`config.mk`:
```
export PLATFORM = sky130hd
export DESIGN_NAME = hazard_ctrl
export DESIGN_NICKNAME = d
export VERILOG_FILES = /design/src/rtl/hazard_ctrl.sv
export SDC_FILE = /design/constraint.sdc
export NUM_CORES = 1
export LEC_CHECK = 0
export CAP_MARGIN = 15
export CORE_MARGIN = 2
export CORE_UTILIZATION = 42
export CTS_CLUSTER_DIAMETER = 60
export DETAILED_ROUTE_END_ITERATION = 16
export MAX_ROUTING_LAYER = met4
export PLACE_DENSITY = 0.8
export SYNTH_ARGS = -nofsm -noshare
export SYNTH_HDL_FRONTEND = slang
export SYNTH_SLANG_ARGS = --single-unit
export TNS_END_PERCENT = 5
```
`constraint.sdc`:
```
create_clock -name clk -period 2.25 [get_ports clk]
set_input_delay 0.5625 -clock clk [delete_from_list [all_inputs] [get_ports clk]]
set_output_delay 0.5625 -clock clk [all_outputs]
set_load 0.1 [all_outputs]
```
`src/rtl/hazard_ctrl.sv`:
```
// hazard_ctrl -- pipeline hazard and halt sequencing for a 5-stage core.
//
// Decides each cycle whether the front end advances, whether IF/ID is
// squashed, whether a bubble enters ID/EX and whether the back end freezes.
// A SYSTEM instruction in ID starts a three-cycle drain, then the core halts
// until reset. Stall and flush events are tallied in saturating counters.
//
// Ports
//   clk             : single clock, rising-edge
//   rst_n           : synchronous active-low reset
//   OPCODE_ID       : [6:0] opcode of instruction in ID
//   RS1_ID, RS2_ID  : [4:0] source register indices in ID
//   RD_EX           : [4:0] destination register of instruction in EX
//   MemRead_EX      : instruction in EX is a load
//   BRANCH_TAKEN_EX : branch/jump in EX redirects the PC
//   MEM_BUSY        : data memory not ready, pipeline must hold
//   PC_WRITE        : PC register enable
//   IF_ID_WRITE     : IF/ID register enable
//   IF_ID_FLUSH     : squash IF/ID contents
//   ID_EX_BUBBLE    : load a NOP into ID/EX
//   PIPE_FREEZE     : hold ID/EX, EX/MEM, MEM/WB
//   HALTED          : core stopped after SYSTEM instruction
//   STATE           : [1:0] RUN=0, DRAIN=1, HALT=2
//   STALL_CNT       : [15:0] saturating stall-event count
//   FLUSH_CNT       : [15:0] saturating flush-event count
module hazard_ctrl (
  input  logic        clk,
  input  logic        rst_n,
  input  logic [6:0]  OPCODE_ID,
  input  logic [4:0]  RS1_ID,
  input  logic [4:0]  RS2_ID,
  input  logic [4:0]  RD_EX,
  input  logic        MemRead_EX,
  input  logic        BRANCH_TAKEN_EX,
  input  logic        MEM_BUSY,
  output logic        PC_WRITE,
  output logic        IF_ID_WRITE,
  output logic        IF_ID_FLUSH,
  output logic        ID_EX_BUBBLE,
  output logic        PIPE_FREEZE,
  output logic        HALTED,
  output logic [1:0]  STATE,
  output logic [15:0] STALL_CNT,
  output logic [15:0] FLUSH_CNT
);

  typedef enum logic [1:0] {
    RUN    = 2'd0,
    DRAIN  = 2'd1,
    HALT   = 2'd2,
    UNUSED = 2'd3
  } state_t;

  localparam logic [6:0] OP_LUI    = 7'b0110111;
  localparam logic [6:0] OP_AUIPC  = 7'b0010111;
  localparam logic [6:0] OP_JAL    = 7'b1101111;
  localparam logic [6:0] OP_SYSTEM = 7'b1110011;
  localparam logic [6:0] OP_OP     = 7'b0110011;
  localparam logic [6:0] OP_STORE  = 7'b0100011;
  localparam logic [6:0] OP_BRANCH = 7'b1100011;

  state_t      state;
  logic [1:0]  drain_cnt;
  logic        rs1_used;
  logic        rs2_used;
  logic        load_use;
  logic        is_system;
  logic        stall_ev;

  function automatic logic [15:0] sat_inc(input logic [15:0] v);
    return (v == 16'hFFFF) ? v : v + 16'd1;
  endfunction

  assign rs1_used  = !(OPCODE_ID inside {OP_LUI, OP_AUIPC, OP_JAL, OP_SYSTEM});
  assign rs2_used  = OPCODE_ID inside {OP_OP, OP_STORE, OP_BRANCH};
  assign load_use  = MemRead_EX && (RD_EX != 5'd0) &&
                     ((rs1_used && (RD_EX == RS1_ID)) ||
                      (rs2_used && (RD_EX == RS2_ID)));
  assign is_system = (OPCODE_ID == OP_SYSTEM);

  assign STATE  = state;
  assign HALTED = (state == HALT);

  // Control decode: same-cycle response to the current state and inputs.
  always_comb begin
    PC_WRITE     = 1'b1;
    IF_ID_WRITE  = 1'b1;
    IF_ID_FLUSH  = 1'b0;
    ID_EX_BUBBLE = 1'b0;
    PIPE_FREEZE  = 1'b0;
    stall_ev     = 1'b0;
    case (state)
      DRAIN: begin
        PC_WRITE    = 1'b0;
        IF_ID_WRITE = 1'b0;
        if (MEM_BUSY) begin
          PIPE_FREEZE = 1'b1;
          stall_ev    = 1'b1;
        end else begin
          ID_EX_BUBBLE = 1'b1;
        end
      end
      HALT: begin
        PC_WRITE     = 1'b0;
        IF_ID_WRITE  = 1'b0;
        ID_EX_BUBBLE = 1'b1;
        PIPE_FREEZE  = 1'b1;
      end
      default: begin
        // RUN and the unused encoding share the RUN priority chain.
        if (MEM_BUSY) begin
          PC_WRITE    = 1'b0;
          IF_ID_WRITE = 1'b0;
          PIPE_FREEZE = 1'b1;
          stall_ev    = 1'b1;
        end else if (BRANCH_TAKEN_EX) begin
          // The ID instruction is squashed, so its hazards do not matter.
          IF_ID_FLUSH  = 1'b1;
          ID_EX_BUBBLE = 1'b1;
        end else if (is_system) begin
          PC_WRITE     = 1'b0;
          IF_ID_WRITE  = 1'b0;
          ID_EX_BUBBLE = 1'b1;
        end else if (load_use) begin
          PC_WRITE     = 1'b0;
          IF_ID_WRITE  = 1'b0;
          ID_EX_BUBBLE = 1'b1;
          stall_ev     = 1'b1;
        end
      end
    endcase
  end

  // State, drain counter and event counters.
  always_ff @(posedge clk) begin
    if (!rst_n) begin
      state     <= RUN;
      drain_cnt <= 2'd0;
      STALL_CNT <= 16'd0;
      FLUSH_CNT <= 16'd0;
    end else begin
      case (state)
        RUN: begin
          if (!MEM_BUSY && !BRANCH_TAKEN_EX && is_system) begin
            state     <= DRAIN;
            drain_cnt <= 2'd3;
          end
        end
        DRAIN: begin
          if (!MEM_BUSY) begin
            if (drain_cnt <= 2'd1) state <= HALT;
            drain_cnt <= drain_cnt - 2'd1;
          end
        end
        HALT:    state <= HALT;
        default: state <= RUN;
      endcase
      if (stall_ev)    STALL_CNT <= sat_inc(STALL_CNT);
      if (IF_ID_FLUSH) FLUSH_CNT <= sat_inc(FLUSH_CNT);
    end
  end

endmodule

```
==> results by group <==
Status
  – Status: finished with violations
  – Failing checks: negative setup slack

Yosys
  – Main combinational cell family by area after synthesis: simple AND/OR/NAND/NOR gates
  – Ys async rst share: 0%
  – Synth Area in Compound Gates: 10.5%
  – Mapped Nets: 289
  – Most used DFF post-synth: dfxtp_1
  – Sequential-to-total area share from yosys stat: 33.3%
  – Yosys warns: 0
  – Synth Area in Simple Gates: 32.9%
  – Mux cell area share after synthesis: roughly 5.1%
  – Syn Inst Count: 256
  – Unique masters post-synth: 48
  – Synth Area in Adders: 3.47%
  – Xor/xnor share of the synthesized area: 9.72%
  – Cell Area, Synth: 2160 sq um
  – EDFF count, synth: 0
  – Avg Inst Size Synth: roughly 8.4 sq um
  – Synthesized flop and latch total: 36

Detailed routing
  – WL/cell: ~15 um
  – Antenna viol nets, final: 0
  – Routed WL: 6280 um
  – DR DRC count: 0
  – Iter 0 DRT Violations: 84
  – Vias: 2295
  – Vias per cell: 5.36
  – 1st-pass router iterations: 4

Worst setup path
  – Critical Path AT: approximately 2300 ps
  – Crit path required time: approximately 1700 ps
  – Element type at the critical path start: input pin
  – Worst Setup End Kind: primary output
  – Maximum fanout along the worst path: 3
  – Crit Path Category: input pin to primary output

Timing
  – Final Hold Vio Count: 0
  – Final worst-path cycle share: 125%
  – Relative slew slack: roughly 66%
  – Final setup violating endpoints: 19
  – Worst Skew: approximately 10 ps
  – Slew Limit Fails: 0
  – Final setup margin: -568 ps
  – Worst Tran Pin Value: 511 ps
  – Hold Slack: 480 ps
  – Unrepaired setup endpoints after global routing: true
  – FMAX: 355 MHz
  – Crit path time final: 2820 ps

GRT
  – Total congestion overflow: 0
  – Largest net degree at the start of global routing: 19
  – Gr usage total: 22.4%
  – Initial antenna violation count: 0
  – First-pass GRT wire length: around 9900 um
  – Vias in the first global route: 2226

Final layout
  – # diodes: 0
  – Layout cells sized above 1: 34.9%
  – Area of the multi-input gates: around 1600 sq um
  – Area Growth Syn to Fin: 60.2%
  – Final #Nets: 390
  – Register area: 723 sq um
  – Layout fillers: approximately 390
  – Most common cell after layout, fill and taps aside: buf_4
  – Most frequent cells in the layout: 68 x buf_4, 34 x dfxtp_1, 27 x nand2_1, 23 x nor2_1, 13 x nand3_1

Floorplanning
  – I/O pin count: 67
  – Die width: 75.8 um
  – Row count: 26
  – Core footprint: 5040 sq um
  – Die Y: 75.8 um
  – Starting density of the core: a little over two fifths
  – Die Footprint: ~5700 sq um

Power and ir drop
  – Peak VDD IR: 346 uV
  – Pint: 1.22 mW
  – Net Sw Frac: 30.8%
  – Power density cells: 508 nW/um^2
  – Leakage Power: 1.45 nW
  – Seq pwr share: between 30% and 40%
  – Clock power share: 36.3%
  – Switching power: 0.543 mW
  – Logic pwr share: 26.2%

Clocking
  – CTS H-tree lvls: 2
  – Clock root buffer: clkbuf_8
  – Deepest clock path buffer count: 2
  – Worst-path clk slew: 80 ps
  – CTS tree: yes
  – CTS buffer count: 5
  – Worst skew pair latency: approximately 300 ps
  – CTS Sinks: 36

Hold path
  – HP Class: flop to flop

Job
  – Max Cap Viol: 0

Placement
  – Place WS: -838 ps
  – Port Buffer Count: 66
  – GPL Wtd Cong: 0.863
  – Post-DP HPWL: 4370 um
layout make-up:
cell class | instances | area share (%)
multi-input cells | 203 | 45.3
repair buffers | 103 | 26.8
flip-flops and latches | 36 | 20.9
clock buffers | 7 | 2.78
well taps | 70 | 2.53
clock inverters | 1 | 0.867
inverters | 8 | 0.867
worst max-delay path, stage by stage:
cell and delay (ps):
buf_6 90, or4_1 510, o21a_1 210, nand4_1 140
nand3_2 120, a211oi_4 390, buf_12 230
state kept, by name (all words and copies together) (netlist names):
| signal | cells |
|---|---|
| FLUSH_CNT | 16 |
| STATE | 2 |
| STALL_CNT | 16 |
| drain_cnt | 2 |
layer usage:
layer | wire, um | part of all wire, % | global-route usage [%] | up-vias
li1 | - | - | - | 1120
met1 | 2660 | 42 | 25.6 | 1090
met2 | 3230 | 51 | 38.6 | 64
met3 | 215 | 3.4 | 3.84 | 21
met4 | 170 | 2.7 | 8.97 | 0
met5 | 0 | 0 | - | -
cell families after synthesis:
| logic type | count (synthesis) |
|---|---|
| AND/OR/NAND/NOR | 127 |
| flip-flops | 36 |
| AO/OA/AOI/OAI | 34 |
| XOR/XNOR | 24 |
| buffers and inverters | 18 |
| multiplexers | 11 |
| adder cells (fa/ha/maj) | 6 |
Yosys cell counts, drive strengths merged, types with 6 or more instances:
| cell type | instances | share of area, % |
|---|---|---|
| buf | 7 | 3.0 |
| ha | 6 | 3.5 |
| nand4 | 9 | 2.6 |
| xnor2 | 11 | 4.5 |
| nor3 | 12 | 3.0 |
| xor2 | 13 | 5.3 |
| mux2i | 11 | 5.1 |
| o21ai | 6 | 1.4 |
| nand2 | 27 | 4.7 |
| dfxtp | 36 | 33 |
| nand3 | 14 | 3.2 |
| nor2 | 25 | 4.5 |
| or4 | 7 | 2.4 |
| a21oi | 8 | 1.9 |
| nand2b | 6 | 1.7 |
| o31ai | 8 | 2.8 |
| inv | 7 | 1.2 |
path summary, 6_finish.rpt:
kind | from | endpoint | slack (ps) | cells after the start
worst max-delay path | RD_EX[2] | PC_WRITE | -570 | 7
worst min-delay path | drain_cnt[1] | drain_cnt[1] | 480 | 1
worst max register to register | STALL_CNT[3] | STALL_CNT[2] | 130 | 6
worst min register to register | drain_cnt[1] | drain_cnt[1] | 480 | 1
power by group through the flow:
stage                     sequential (mW)  clock (mW)  combinational (mW)
after global placement              0.672           0               0.419
after global routing                0.660       0.675               0.486
after CTS                           0.659       0.654               0.441
after floorplan                     0.737           0               0.207
final                               0.658       0.639               0.462
after detailed placement            0.674           0               0.425
repair_timing:
item / CTS / global route
cloned: 1 / 0
resized for setup: 44 / 28
pin swaps: 22 / 15
buffers inserted: 6 / 2
hold buffers: 0 / 0
endpoints found under the setup margin: 21 / 21
through the flow:
step / cells / TNS (ps) / instance area [sq um] / util, % / total power [mW]
2_1_floorplan: 256 / -19320 / 2220 / - / 0.943
3_3_place_gp: 411 / -12430 / 3070 / 60.9 / 1.09
3_5_place_dp: 411 / -14040 / 3070 / 60.9 / 1.10
4_1_cts: 426 / -7170 / 3330 / 66.0 / 1.75
5_1_grt: 428 / -8630 / 3460 / 68.7 / 1.82
6_report: 428 / -6990 / 3460 / 68.7 / 1.76
No activity file was read; power rests on OpenSTA's default activity.
